[src/rtl/id_ex_pkg.sv]
// Shared types for the ID/EX pipeline register.
//
// Contents:
//   - ID_EX_* width constants. These match the default parameters of
//     id_ex_skid_reg.
//   - id_ex_bundle_t: the decoded instruction bundle that is handed from
//     decode to execute.
//   - id_ex_bubble(): returns a copy of a bundle with every side-effecting
//     control bit cleared, so that a bubble can never write state.
package id_ex_pkg;

    localparam int unsigned ID_EX_PC_W    = 32;
    localparam int unsigned ID_EX_XLEN    = 32;
    localparam int unsigned ID_EX_RADDR_W = 5;
    localparam int unsigned ID_EX_ALUOP_W = 5;

    typedef struct packed {
        logic [ID_EX_PC_W-1:0]    pc;
        logic [ID_EX_RADDR_W-1:0] rs1;
        logic [ID_EX_RADDR_W-1:0] rs2;
        logic [ID_EX_XLEN-1:0]    rd1;
        logic [ID_EX_XLEN-1:0]    rd2;
        logic [ID_EX_XLEN-1:0]    imm;
        logic                     alu_src;
        logic [ID_EX_ALUOP_W-1:0] alu_op;
        logic                     is_jump;
        logic                     reg_wrenable;
        logic [ID_EX_RADDR_W-1:0] write_reg;
        logic                     mem_wrenable;
        logic                     mem_to_reg;
    } id_ex_bundle_t;

    // Strip the bits that change architectural state or redirect the fetch.
    function automatic id_ex_bundle_t id_ex_bubble(input id_ex_bundle_t b);
        id_ex_bundle_t r;
        r              = b;
        r.is_jump      = 1'b0;
        r.reg_wrenable = 1'b0;
        r.mem_wrenable = 1'b0;
        return r;
    endfunction

endpackage

[src/rtl/id_ex_skid_reg.sv]
// ID/EX pipeline register built as a two-entry skid buffer.
//
// Entry roles:
//   - The main entry drives out_bundle.
//   - The skid entry catches the one bundle that is accepted while main is
//     stalled.
//   - in_ready is registered as !skid_valid. It therefore has no
//     combinational path from out_ready.
//
// Ports:
//   clk, rst            rising-edge clock; synchronous active-high reset
//   in_valid/in_ready   decode-side handshake
//   in_bundle           decoded bundle
//   flush               kill every held bundle plus any bundle accepted
//                       this cycle
//   out_valid/out_ready execute-side handshake
//   out_bundle          bundle to execute; control bits are cleared when
//                       out_valid is 0
//   stall_cnt           (only when ID_EX_STALL_CNT_EN is defined) 32-bit
//                       count of the cycles with out_valid && !out_ready
//
// Optional feature macro: ID_EX_STALL_CNT_EN.
module id_ex_skid_reg
    import id_ex_pkg::*;
#(
    parameter int unsigned PC_W    = 32,
    parameter int unsigned XLEN    = 32,
    parameter int unsigned RADDR_W = 5,
    parameter int unsigned ALUOP_W = 5
) (
    input  logic          clk,
    input  logic          rst,
    input  logic          in_valid,
    output logic          in_ready,
    input  id_ex_bundle_t in_bundle,
    input  logic          flush,
    output logic          out_valid,
    input  logic          out_ready,
    output id_ex_bundle_t out_bundle
`ifdef ID_EX_STALL_CNT_EN
    ,
    output logic [31:0]   stall_cnt
`endif
);

    // The bundle layout is fixed by the package.
    // Reject any override that disagrees with it.
    if (PC_W != ID_EX_PC_W || XLEN != ID_EX_XLEN || RADDR_W != ID_EX_RADDR_W ||
        ALUOP_W != ID_EX_ALUOP_W) begin : g_width_check
        $error("id_ex_skid_reg: parameters must match id_ex_pkg widths");
    end

    id_ex_bundle_t main_q, main_d;
    id_ex_bundle_t skid_q, skid_d;
    logic          main_valid_q, main_valid_d;
    logic          skid_valid_q, skid_valid_d;
    logic          in_xfer;

    assign in_ready  = ~skid_valid_q;
    assign in_xfer   = in_valid & in_ready;
    assign out_valid = main_valid_q;
    assign out_bundle = main_valid_q ? main_q : id_ex_bubble(main_q);

    // Invariant: skid_valid implies main_valid.
    // The skid entry is only written while main is held.
    always_comb begin
        main_d       = main_q;
        main_valid_d = main_valid_q;
        skid_d       = skid_q;
        skid_valid_d = skid_valid_q;
        if (flush) begin
            main_valid_d = 1'b0;
            skid_valid_d = 1'b0;
        end else if (!main_valid_q || out_ready) begin
            // Main is empty or is being drained this cycle.
            if (skid_valid_q) begin
                // in_ready is low, so no new bundle can arrive in this cycle.
                main_d       = skid_q;
                main_valid_d = 1'b1;
                skid_valid_d = 1'b0;
            end else begin
                main_valid_d = in_xfer;
                if (in_xfer) begin
                    main_d = in_bundle;
                end
            end
        end else if (in_xfer) begin
            skid_d       = in_bundle;
            skid_valid_d = 1'b1;
        end
    end

    always_ff @(posedge clk) begin
        if (rst) begin
            main_q       <= '0;
            skid_q       <= '0;
            main_valid_q <= 1'b0;
            skid_valid_q <= 1'b0;
        end else begin
            main_q       <= main_d;
            skid_q       <= skid_d;
            main_valid_q <= main_valid_d;
            skid_valid_q <= skid_valid_d;
        end
    end

`ifdef ID_EX_STALL_CNT_EN
    logic [31:0] stall_cnt_q, stall_cnt_d;

    // Wraps naturally at 2^32. Flush does not clear it.
    always_comb begin
        stall_cnt_d = stall_cnt_q;
        if (main_valid_q && !out_ready) begin
            stall_cnt_d = stall_cnt_q + 32'd1;
        end
    end

    always_ff @(posedge clk) begin
        if (rst) begin
            stall_cnt_q <= '0;
        end else begin
            stall_cnt_q <= stall_cnt_d;
        end
    end

    assign stall_cnt = stall_cnt_q;
`endif

endmodule

[config.mk]
export PLATFORM = sky130hd
export DESIGN_NAME = id_ex_skid_reg
export DESIGN_NICKNAME = d
export VERILOG_FILES = /design/src/rtl/id_ex_pkg.sv /design/src/rtl/id_ex_skid_reg.sv
export SDC_FILE = /design/constraint.sdc
export NUM_CORES = 1
export LEC_CHECK = 0
export CAP_MARGIN = 30
export CORE_AREA = 2 2 188 190
export DETAILED_ROUTE_END_ITERATION = 6
export DIE_AREA = 0 0 190 192
export PLACE_DENSITY = 0.72
export SLEW_MARGIN = 20
export SYNTH_ARGS = -nofsm -noshare
export SYNTH_HDL_FRONTEND = slang
export SYNTH_SLANG_ARGS = --single-unit
[constraint.sdc]
create_clock -name clk -period 2.4 [get_ports clk]
set_input_delay 0.48 -clock clk [delete_from_list [all_inputs] [get_ports clk]]
set_output_delay 0.48 -clock clk [all_outputs]
set_load 0.02 [all_outputs]
# Yosys cells after proc, flatten, opt, wreduce, memory -nomap -nowiden
# Cells that the tools add are included.
# word_totals
regBits,308
in_bits,158
elab_cells,43
# op_classes
mux,4
n_bitwise,4
reduce_logical,7
# ops
operator,n
$mux W153,2
$mux W9,1
$reduce_and A3 Y1,2
$not A1 Y1,3
$reduce_or A3 Y1,1
$reduce_bool A2 Y1,1
$reduce_or A2 Y1,1
$and A1 B1 Y1,1
$logic_not A1 Y1,1
$logic_or A1 B1 Y1,1
$mux W1,1

# Logic depth before layout (Yosys ltp)
# logic_depth
depth_word,4
ltp_mapped,8
mapped_depth_nobuf,3

# Worst setup path after synthesis
# OpenSTA, ideal clock, no wires.
# synth_path
path_kind,input -> register
from,input out_ready
to,register skid_q[100] (netlist name)
setup_time_ns,0.072
arrival_ns,1.586
slack_ns,0.743
cell_stages,6
n_path_buf,3
path_cell_list,nand2b_1 > nor4b_1 > buf_2 > buf_4 > buf_4 > mux2i_1
# synth_via
elab_chain_cells,3
# synth_rtl
element,line_no,source
"start, declared",id_ex_skid_reg.sv:38,"input logic out_ready,"
$logic_or A1 B1 Y1,id_ex_skid_reg.sv:74,end else if (!main_valid_q || out_ready) begin
$not A1 Y1 (no source line),-,
$reduce_and A3 Y1 (no source line),-,
"end signal, assigned",id_ex_skid_reg.sv:101,skid_q <= skid_d;
"end, declared",id_ex_skid_reg.sv:54,"id_ex_bundle_t skid_q, skid_d;"
# No other way between the ends.
# A chain may end at the register's enable or synchronous reset.

==> results.sh <==
export IMPL_dr_pass1_iters=4
export IMPL_seq_area_um2=6170
export IMPL_maxCapViolCount=0
export IMPL_fmax_mhz=435
export IMPL_gp_congestion=0.782
export IMPL_cts_setup_buffers=0
export IMPL_relSlewSlack_pct=54.0
export IMPL_cts_tree="yes"
export IMPL_cp_num_buf_inv=1
export IMPL_cp_end_kind="output pin"
export IMPL_drcViolationCount=0
export IMPL_status="finished, final reports clean"
export IMPL_start_util_pct=44.6
export IMPL_clock_latency_ns=0.51
export IMPL_hpwl_um=23500
export IMPL_grt_remaining_overflow=0
export IMPL_h_tree_depth=2
export IMPL_ant_nets=0
export IMPL_critPathKind="flop to output pin"
export IMPL_area_growth_pct=23.5
export IMPL_synthesis_area_um2=15300
export IMPL_power_density_nw_per_um2=676
export IMPL_grt_max_degree=87
export IMPL_cts_buffers=35
export IMPL_cts_resized=0
export IMPL_cts_root_buf="clkbuf_16"
export IMPL_setup_violations=0
export IMPL_ir_drop_uv=435
export IMPL_die_w_um=190
export IMPL_vias_per_cell=5.14
export IMPL_cts_clk_slew_worst_paths_ns=0.06
export IMPL_holdWs_ns=0.430
export IMPL_final_common_cell="clkdlybuf4s50_1"
export IMPL_wire_per_inst_um=17.5
export IMPL_maxSlewViolCount=0
export IMPL_first_iter_violations=465
export IMPL_grt_pass1_vias=10800
export IMPL_vias=10800
export IMPL_port_buffers=312
export IMPL_cp_required_ns=1.92
export IMPL_fillers=2930
export IMPL_final_cell_mix="clkdlybuf4s50_1 (311), dfxtp_1 (307), mux2i_1 (306), nand2b_1 (306), a21oi_1 (153)"
export IMPL_critPathArrivalTime_ns=1.82
export IMPL_die_h_um=192
export IMPL_period_share_pct=95.8
export IMPL_track_usage_pct=19.5
export IMPL_die_area_um2=36500
export IMPL_seq_area_frac_synth_pct=40.4
export IMPL_fin_crit_ns=2.30
export IMPL_yosysUniqueCellTypes=17
export IMPL_cpPeakStageDelay_ns=0.65
export IMPL_cts_hold_buf=0
export IMPL_hold_class="input port to flop"
export IMPL_yosys_warnings=0
export IMPL_syn_area_per_cell_um2=10.0
export IMPL_cts_sinks=308
export IMPL_crit_chain="and2_1 -> clkdlybuf4s50_1"
export IMPL_syn_num_nets=1682
export IMPL_cts_max_path_buffers=3
export IMPL_rsz0062_at_grt="no"
export IMPL_synthCells=1524
export IMPL_core_um2=34300
export IMPL_skew_ns=0.0203
export IMPL_leakagePower_uw=0.00605
export IMPL_ys_ff_latch=308
export IMPL_antenna_cells=0
export IMPL_critPathLaunchType="flop"
export IMPL_worstMarginPinSlew_ns=0.689
export IMPL_crit_fanout=5
export IMPL_crit_family="buffers and inverters"
export IMPL_wl_um=36700
export IMPL_drive_above_1_share_pct=9.88
export IMPL_grt_pass1_wl_um=58100
export IMPL_io_pins=313
export IMPL_antenna_found_initial=2
export IMPL_hold_violations=0
export IMPL_totalNegativeSetupSlack_ns=0
export IMPL_crit_slowest_cell="clkdlybuf4s50_1"
export IMPL_num_rows=68
export IMPL_multiInputGateArea_um2=7330
export IMPL_nets=1777
-- cells by family (layout without fill, tap and decap cells) --
family | after synthesis | in the layout | synth area share, %
simple gates | 314 | 314 | 12.9
buf+inv | 288 | 404 | 11.8
compound gates | 308 | 308 | 14.9
flops | 308 | 308 | 40.4
mux | 306 | 306 | 20.1
-- per-stage QoR --
| step | util (%) | total power, uW | instances | setup WS, ns | cell area, um^2 |
|---|---|---|---|---|---|
| after floorplan | - | 6710 | 1524 | 0.743 | 15300 |
| after global placement | 51.6 | 7300 | 2037 | 0.249 | 17700 |
| after detailed placement | 51.6 | 7330 | 2037 | 0.183 | 17700 |
| after CTS | 55.0 | 12900 | 2095 | 0.0520 | 18900 |
| after global routing | 55.0 | 13300 | 2095 | 0.0169 | 18900 |
| final | 55.0 | 12800 | 2095 | 0.100 | 18900 |
-- cell usage after synthesis, drive strengths merged --
cell type	n	area, um^2
nand2b	307	1920
and2	4	25.0
o21ba	1	10.0
a21oi	153	766
nor4b	1	8.76
a211oi	154	1510
clkbuf	75	282
dfxtp	308	6170
inv	1	3.75
nor4	1	6.26
buf	212	1520
mux2i	306	3060
nor2	1	3.75
-- final cells by class --
type | count | share of cell area [%]
clock buffers | 46 | 5.30
clock inverters | 12 | 1.02
flip-flops and latches | 308 | 32.7
repair buffers | 345 | 19.1
multi-input cells | 928 | 38.9
inverters | 1 | 0.0199
well taps | 455 | 3.02
-- report_power, final --
group / total [uW] / switching [uW] / internal (uW) / leakage, uW
Sequential: 5430 / 120 / 5310 / 0.00251
Combinational: 1780 / 871 / 905 / 0.00296
Clock: 5550 / 2090 / 3460 / 0.000577
Total: 12800 / 3080 / 9680 / 0.00605
-- state kept, by name (all words and copies together), names as in the netlist --
signal	count
main_q	153
skid_q	153
out_valid	1
skid_valid_q	1
-- worst paths after layout --
check                                              start                       end  slack, ns  depth (start not counted)
worst max-delay path              out_valid$_SDFFE_PP0P_             out_bundle[8]       0.10                          2
worst min-delay path                                 rst  main_q[122]$_SDFFE_PP0P_       0.43                          2
worst max register to register    out_valid$_SDFFE_PP0P_   skid_q[81]$_SDFFE_PP0P_       0.63                          5
worst min register to register  skid_q[120]$_SDFFE_PP0P_  skid_q[120]$_SDFFE_PP0P_       0.47                          2
-- layer usage --
metal | global-route usage, % | vias up | share of wire, %
met5 | 0 | - | 0.074
met4 | 5.99 | 4 | 2.8
met3 | 5.35 | 70 | 6.7
met2 | 31.4 | 270 | 45
met1 | 25.4 | 5104 | 45
li1 | - | 5329 | -
(Power assumes the default switching activity.)
